<file path="src/rtl/timer_bank.sv">
// Bank of independent countdown timers on a shared game-rate tick; expiry pulse one clk after the terminal tick edge.
// No backpressure: start/cancel/pause/tick act on the edge that samples them; all outputs come from registers.
module timer_bank #(
    parameter int N_CH         = 4,
    parameter int WIDTH        = 8,
    parameter int DEFAULT_LOAD = 120
) (
    input  logic                    clk,
    input  logic                    rst_n,
    input  logic                    tick,
    input  logic [N_CH-1:0]         start,
    input  logic [N_CH*WIDTH-1:0]   load_val,
    input  logic [N_CH-1:0]         reload_mode,
    input  logic [N_CH-1:0]         pause,
    input  logic [N_CH-1:0]         cancel,
    output logic [N_CH*WIDTH-1:0]   count,
    output logic [N_CH-1:0]         running,
    output logic [N_CH-1:0]         timer_up,
    output logic [N_CH-1:0]         expired
);

    if (DEFAULT_LOAD < 0 || (DEFAULT_LOAD >> WIDTH) != 0) begin : g_bad_default
        $error("timer_bank: DEFAULT_LOAD does not fit in WIDTH bits");
    end

    localparam logic [WIDTH-1:0] DEF_LOAD = WIDTH'(DEFAULT_LOAD);

    typedef enum logic [1:0] {
        ST_IDLE = 2'd0,
        ST_RUN  = 2'd1,
        ST_HOLD = 2'd2
    } state_t;

    state_t           state_q  [N_CH];
    state_t           state_d  [N_CH];
    logic [WIDTH-1:0] count_q  [N_CH];
    logic [WIDTH-1:0] count_d  [N_CH];
    logic [WIDTH-1:0] reload_q [N_CH];
    logic [WIDTH-1:0] reload_d [N_CH];
    logic [N_CH-1:0]  mode_q;
    logic [N_CH-1:0]  mode_d;
    logic [N_CH-1:0]  expired_q;
    logic [N_CH-1:0]  expired_d;

    always_ff @(posedge clk or negedge rst_n) begin
        if (!rst_n) begin
            for (int i = 0; i < N_CH; i++) begin
                state_q[i]  <= ST_IDLE;
                count_q[i]  <= '0;
                reload_q[i] <= '0;
            end
            mode_q    <= '0;
            expired_q <= '0;
        end else begin
            for (int i = 0; i < N_CH; i++) begin
                state_q[i]  <= state_d[i];
                count_q[i]  <= count_d[i];
                reload_q[i] <= reload_d[i];
            end
            mode_q    <= mode_d;
            expired_q <= expired_d;
        end
    end

    // Priority per channel: cancel, start, pause, tick.
    always_comb begin
        logic [WIDTH-1:0] eff;
        eff       = '0;
        mode_d    = mode_q;
        expired_d = '0;
        for (int i = 0; i < N_CH; i++) begin
            state_d[i]  = state_q[i];
            count_d[i]  = count_q[i];
            reload_d[i] = reload_q[i];
            eff         = load_val[i*WIDTH +: WIDTH];
            if (eff == '0) begin
                eff = DEF_LOAD;
            end

            if (cancel[i]) begin
                state_d[i] = ST_IDLE;
                count_d[i] = '0;
            end else if (start[i]) begin
                state_d[i]  = ST_RUN;
                count_d[i]  = eff;
                reload_d[i] = eff;
                mode_d[i]   = reload_mode[i];
            end else begin
                unique case (state_q[i])
                    ST_RUN: begin
                        if (pause[i]) begin
                            // The tick on the first paused cycle is dropped as well.
                            state_d[i] = ST_HOLD;
                        end else if (tick && count_q[i] != '0) begin
                            if (count_q[i] == WIDTH'(1)) begin
                                expired_d[i] = 1'b1;
                                if (mode_q[i]) begin
                                    count_d[i] = reload_q[i];
                                end else begin
                                    count_d[i] = '0;
                                    state_d[i] = ST_IDLE;
                                end
                            end else begin
                                count_d[i] = count_q[i] - WIDTH'(1);
                            end
                        end
                    end
                    ST_HOLD: begin
                        if (!pause[i]) begin
                            state_d[i] = ST_RUN;
                        end
                    end
                    default: begin
                    end
                endcase
            end
        end
    end

    for (genvar g = 0; g < N_CH; g++) begin : g_out
        assign count[g*WIDTH +: WIDTH] = count_q[g];
        assign running[g]              = (state_q[g] == ST_RUN);
        assign timer_up[g]             = (state_q[g] == ST_IDLE);
    end

    assign expired = expired_q;

endmodule

</file>
<file path="config.mk">
export PLATFORM = sky130hd
export DESIGN_NAME = timer_bank
export DESIGN_NICKNAME = d
export VERILOG_FILES = /design/src/rtl/timer_bank.sv
export SDC_FILE = /design/constraint.sdc
export NUM_CORES = 1
export LEC_CHECK = 0
export ABC_AREA = 1
export CORE_ASPECT_RATIO = 0.8
export CORE_MARGIN = 2
export CORE_UTILIZATION = 32
export CTS_CLUSTER_DIAMETER = 120
export CTS_CLUSTER_SIZE = 14
export DETAILED_ROUTE_END_ITERATION = 7
export GPL_ROUTABILITY_DRIVEN = 0
export HOLD_SLACK_MARGIN = 0.12
export PLACE_DENSITY = 0.57
export SLEW_MARGIN = 15
export SYNTH_ARGS = -nofsm -noshare
export SYNTH_HDL_FRONTEND = slang
export SYNTH_SLANG_ARGS = --single-unit
</file>
<file path="constraint.sdc">
create_clock -name clk -period 2.2 [get_ports clk]
set_clock_uncertainty 0.15 [all_clocks]
set_input_delay 0.55 -clock clk [delete_from_list [all_inputs] [get_ports clk]]
set_output_delay 0.55 -clock clk [all_outputs]
set_load 0.02 [all_outputs]
</file>
# == Word-level counts from Yosys, hierarchy flattened ==
# Cells that the tools add are included.
# classes
bitwise_logic,4
n_mux,88
add_sub_neg,4
eq_ne,32
reduce_logical,40
# ops
operator,count
$mux 8,32
$mux 2,28
$ne 5x4->1 const B,8
$eq 8x1->1 const B,4
$logic_not 8->1,4
$reduce_bool 8->1,4
$sub 8x1->8 const B,4
$mux 1,24
$reduce_bool 3->1,8
$ne 5x5->1 const B,4
$reduce_and 5->1,4
$ne 4x4->1 const B,4
$pmux 2 s2,4
$reduce_bool 4->1,4
$ne 3x2->1 const B,4
$reduce_and 3->1,4
$eq 2x1->1 const B,4
$eq 2x2->1 const B,4
$logic_not 2->1,4
$reduce_and 2->1,4
$logic_and 1x1->1,4
$not 1->1,4
# totals
inputBits,51
word_cells,185
out_inout_bits,44
register_bits,80

# == Longest topological paths before layout ==
# logic_depth
word_depth,7
mapped_depth,11
ltp_nobuf,11

# == Worst setup path before layout ==
# No wires, ideal clock.
# synth_path
kind,reg-to-reg
from,reg count_q (netlist bit count[16])
to,reg count_q (netlist bit count[22])
setup_ps,117
setup_slack_ps,480
path_stages_with_launch,10
synth_period_minus_slack_ps,1720
required_ps,1933
n_path_buf,1
arrival_time_ps,1453
cell_sequence,dfrtp_1 inv_1 ha_1 nand4_1 nand3_1 nand2_2 buf_2 nand2_1 nor2_1 nor2_1
# synth_between
elab_chain_len,7
elab_cells_between_ends,12
classes_between,1 x add/sub; 1 x eq/ne; 6 x mux; 4 x reduce/logical
# synth_rtl
item,line,rtl
from (decl),36,logic [WIDTH-1:0] count_q [N_CH];
"from (signal, indexed assignment)",57,count_q[i] <= count_d[i];
$sub 8x1->8 or $eq 8x1->1 (tied branches),"104, 95",
$mux 8,95,if (count_q[i] == WIDTH'(1)) begin
$mux 8,94,end else if (tick && count_q[i] != '0) begin
$mux 8,91,if (pause[i]) begin
$mux 8,89,unique case (state_q[i])
$mux 8,83,end else if (start[i]) begin
$mux 8,80,if (cancel[i]) begin
# Several ways; a longest one is shown, not always the timed one. The select of a mux whose other input is x is not followed.
# A chain may end at the register's enable or synchronous reset.

# == Final worst setup path ==
# layout_path
from,reg count_q (netlist bit count[29])
to,out count[29]
# layout_lines
item,line,rtl
to (decl),16,"output logic [N_CH*WIDTH-1:0] count,"
# No word-level cell between the ends.

==> impl.org <==
** Setup path
- Worst path cell trace :: clkdlybuf4s50_1
- RR Startpoint :: count[8]$_DFFE_PN0P_
- Count of cells along the worst register-to-register path :: 11
- The critical path is of the flip-flop to primary output type.
- The largest single stage delay on the critical path is 650 ps.
- Crit-path slowest cell :: sky130_fd_sc_hd__clkdlybuf4s50_1
- Of all nets on the critical path, the largest fanout is 6.
- Largest delay share family, worst path :: buffers and inverters
- Startpoint type of the worst setup path :: flip-flop
- Worst Setup End Kind :: primary output
- Count of cell instances traversed by the critical path :: 1
- The number of buffers and inverters on the critical path is 1.
- Slack of the worst reg-to-reg path :: 370 ps
- Data on the critical path arrives at its endpoint at 1450 ps.
- Critical register-to-register path endpoint :: count[8]$_DFFE_PN0P_
- Critical path launch point :: count[29]$_DFFE_PN0P_
- STA puts the critical path data required time at 1500 ps.

** Yosys
- The synthesized design contains 80 register bits.
- The share of synthesized area in the top cell type comes to 0.375.
- After synthesis the cells add up to 5340 um^2.
- Of the total synthesized cell area, the portion taken by AND, OR, NAND and NOR gates is 0.363.
- Net count after synthesis :: 866
- Of all cell types, the one taking the most synthesized area is sky130_fd_sc_hd__dfrtp_1.
- By area the synthesized netlist is led by sky130_fd_sc_hd__dfrtp_1 (38%), sky130_fd_sc_hd__nand2_1 (15%), sky130_fd_sc_hd__nor2_1 (8.4%).
- The compound-gate portion of the synthesized area was 0.101.
- Of the total synthesized cell area, the portion taken by XOR and XNOR cells is 0.00656.
- By area, the combinational part of the netlist is dominated by simple AND/OR/NAND/NOR gates.
- The Yosys step of the flow raised 0 warnings.
- Post-synth cell types :: 26
- Share of cell area taken by muxes after synthesis :: 0
- Post-synthesis cell count :: 791
- The share of the Yosys chip area taken by registers is 0.375.
- Adder and majority gate portion of the synthesized area :: 0.0563
- Post-Synthesis Mean Instance Area :: 6.75 um^2

** Layout
- Utilization after layout :: 0.420
- In the layout the commonest cells are sky130_fd_sc_hd__nand2_1 (215), sky130_fd_sc_hd__nor2_1 (119), sky130_fd_sc_hd__inv_1 (117).
- Register Area :: 2000 um^2
- Most common cell after layout, fill and taps aside :: sky130_fd_sc_hd__nand2_1
- At the end of the flow, the number of nets in the layout was 977.
- Layout filler cell count :: 1745
- The area growth from synthesis to layout is 29.3%.
- Of the cells placed in the final design, the portion with a size suffix greater than 1 is 0.0717.
- Once layout is complete, the cells apart from fillers number 1127.
- 0 antenna diodes ended up in the layout.
- Area used by multi-input combinational logic :: 2810 um^2

** STA
- The number of endpoints with negative hold slack in the final report came to 0.
- Derived from the worst setup path, the maximum achievable clock frequency is 465 MHz.
- Setup slack on the critical path of the routed design comes to 48.1 ps.
- Final setup violation count :: 0
- The routed design could run at a clock period as short as 2150 ps.
- Final max-slew violation count :: 0
- Setup repair after global routing missed its margin :: no
- Fin crit share :: 0.978
- The worst pin sits at a relative slew slack of 0.722.
- At the pin with the least slew margin, the transition time is 413 ps.

** GRT
- First-pass GRT wire length :: 24.0 mm
- Total gr overflow :: 0
- Across every metal layer, demand over resource in global routing totals 0.168.
- Entering global routing, the biggest net connects 67 pins.
- The number of global-route vias before repair was 4928.
- The number of antenna violations at the first check in global routing is 0.

** Power and ir drop
- VDD sags by at most 0.336 mV.
- Pwr per Cell Area :: 679 nW/um^2
- The share of total power dissipated in combinational logic is 0.305.
- Of the total power, the share spent switching nets is 0.356.
- Power share of the clock group :: 0.304
- Summing internal, switching and leakage power gives 4.69 mW.
- Summed over all nets, the switching power comes to 1.67 mW.
- Power share of the sequential group :: 0.390
- In this run the static leakage power is 3.55 nW.
- Cell internal pwr :: 3.02 mW

** Clock tree
- Level count of the clock H-tree :: 3
- Num CTS Buffers :: 9
- Number of sinks on the clock net :: 80
- Clock tree synthesis selected as its root buffer the cell sky130_fd_sc_hd__clkbuf_16.
- TritonCTS built the clock tree.
- Clock Pin Slew Worst Setup and Hold Paths :: 60 ps
- CTS max path bufs :: 2
- At the later pin of the worst-skew pair, clock insertion delay measures 340 ps.
- Buffers inserted during post-CTS setup optimization :: 0

** Routing
- Final routed wire length divided by cell count :: 12.5 um
- For this run, design rule violations remaining after detail routing come to 0.
- The final layout contains routed wiring with a total length of 14.1 mm.
- Violation count after the first detailed-routing iteration :: 295
- Detailed routing inserted a total of 5103 vias.
- Router iterations before antenna repair :: 4
- Count of nets left with antenna violations after detail routing :: 0
- Via/cell ratio :: 4.53

** Die
- Die Span Y :: 120 um
- Core Region :: 16400 um^2
- IO Pins :: 95
- The floorplan step defined a die boundary enclosing 17700 um^2.
- Die Width :: 148 um
- Core Rows :: 42
- For this configuration, the core starts out at a cell density of 0.325.

** Placed design
- Pre-CTS worst setup slack :: -84.6 ps
- Total of buffers placed on input and output ports :: 94
- Number of cells in the design after placement :: 1110
- Detailed placement ended at an HPWL of 10.7 mm.

** Job
- Across the run, the number of max-cap violations was 0.

** Worst hold path
- Counting instances, the worst hold path has a depth of 2.
- The path with the worst hold slack has its endpoint at reload_q[17]$_DFFE_PN0P_.
- The startpoint identified for the worst hold timing path is reload_q[17]$_DFFE_PN0P_.
- The worst hold path belongs to the class flip-flop to flip-flop.

** Outcome
- The flow ran to the end, and the final reports show no timing, DRC or antenna violations.
==> state kept, by name, summed over array words and instances, names as in the netlist <==
| signal | flops |
|---|---|
| mode_q | 4 |
| expired | 4 |
| state_q | 8 |
| count | 32 |
| reload_q | 32 |
==> repair_timing <==
action / CTS / global route
cloned: 0 / 0
endpoints found under the hold margin: 14 / 0
hold buffers: 1 / 0
endpoints found under the setup margin: 10 / 6
gates resized for setup: 10 / 6
==> how the worst max path moves through the flow <==
stage	end	slack, ps
6_report	count[29]	50
3_3_place_gp	count[24]$_DFFE_PN0P_	-50
2_1_floorplan	count[22]$_DFFE_PN0P_	480
4_1_cts	count[3]	3
5_1_grt	count[29]	2
3_5_place_dp	count[26]$_DFFE_PN0P_	-80
==> cells by family (layout without fill, tap and decap cells) <==
logic type	after synthesis	count (layout)
fa+ha+maj	24	24
flops	80	80
simple gates	448	448
compound gates	104	104
buf+inv	131	247
xor+xnor	4	4
==> power groups by stage <==
stage / clock, mW / combinational (mW) / sequential, mW
after floorplan: 0 / 0.817 / 1.91
after CTS: 1.48 / 1.45 / 1.83
final: 1.43 / 1.43 / 1.83
after detailed placement: 0 / 1.46 / 1.86
after global routing: 1.55 / 1.63 / 1.86
after global placement: 0 / 1.45 / 1.86
==> area by class of cell <==
cell class / instances / share of cell area
multi-input combinational: 580 / 0.407
sequential: 80 / 0.290
timing repair buffer: 113 / 0.159
inverter: 118 / 0.0642
tap: 220 / 0.0399
clock buffer: 11 / 0.0352
clock inverter: 5 / 0.00471
==> synthesized netlist by cell type (all sizes together) <==
| master | instances |
|---|---|
| o21ai | 84 |
| nand4 | 17 |
| inv | 118 |
| nor4 | 1 |
| xnor2 | 4 |
| ha | 24 |
| nand2 | 228 |
| nor2 | 133 |
| a21oi | 13 |
| a21boi | 1 |
| o21a | 1 |
| nor3 | 5 |
| buf | 13 |
| dfrtp | 80 |
| nand3 | 64 |
| a22oi | 1 |
| o21bai | 4 |
==> stage by stage <==
step / cell area [um^2] / hold WS, ps / setup TNS [ps]
floorplan: 5340 / 104 / 0
global placement: 6620 / 277 / -380
detailed placement: 6620 / 278 / -791
CTS: 6890 / 326 / 0
global route: 6900 / 360 / 0
finish: 6900 / 324 / 0
==> layer usage <==
| metal | global-route usage | part of all wire | vias to the layer above |
|---|---|---|---|
| met5 | 0 | 0 | - |
| li1 | - | - | 2716 |
| met4 | 0.0315 | 0.0048 | 0 |
| met2 | 0.254 | 0.42 | 90 |
| met1 | 0.248 | 0.53 | 2293 |
| met3 | 0.0384 | 0.038 | 4 |
Power figures use the tool's default switching activity.
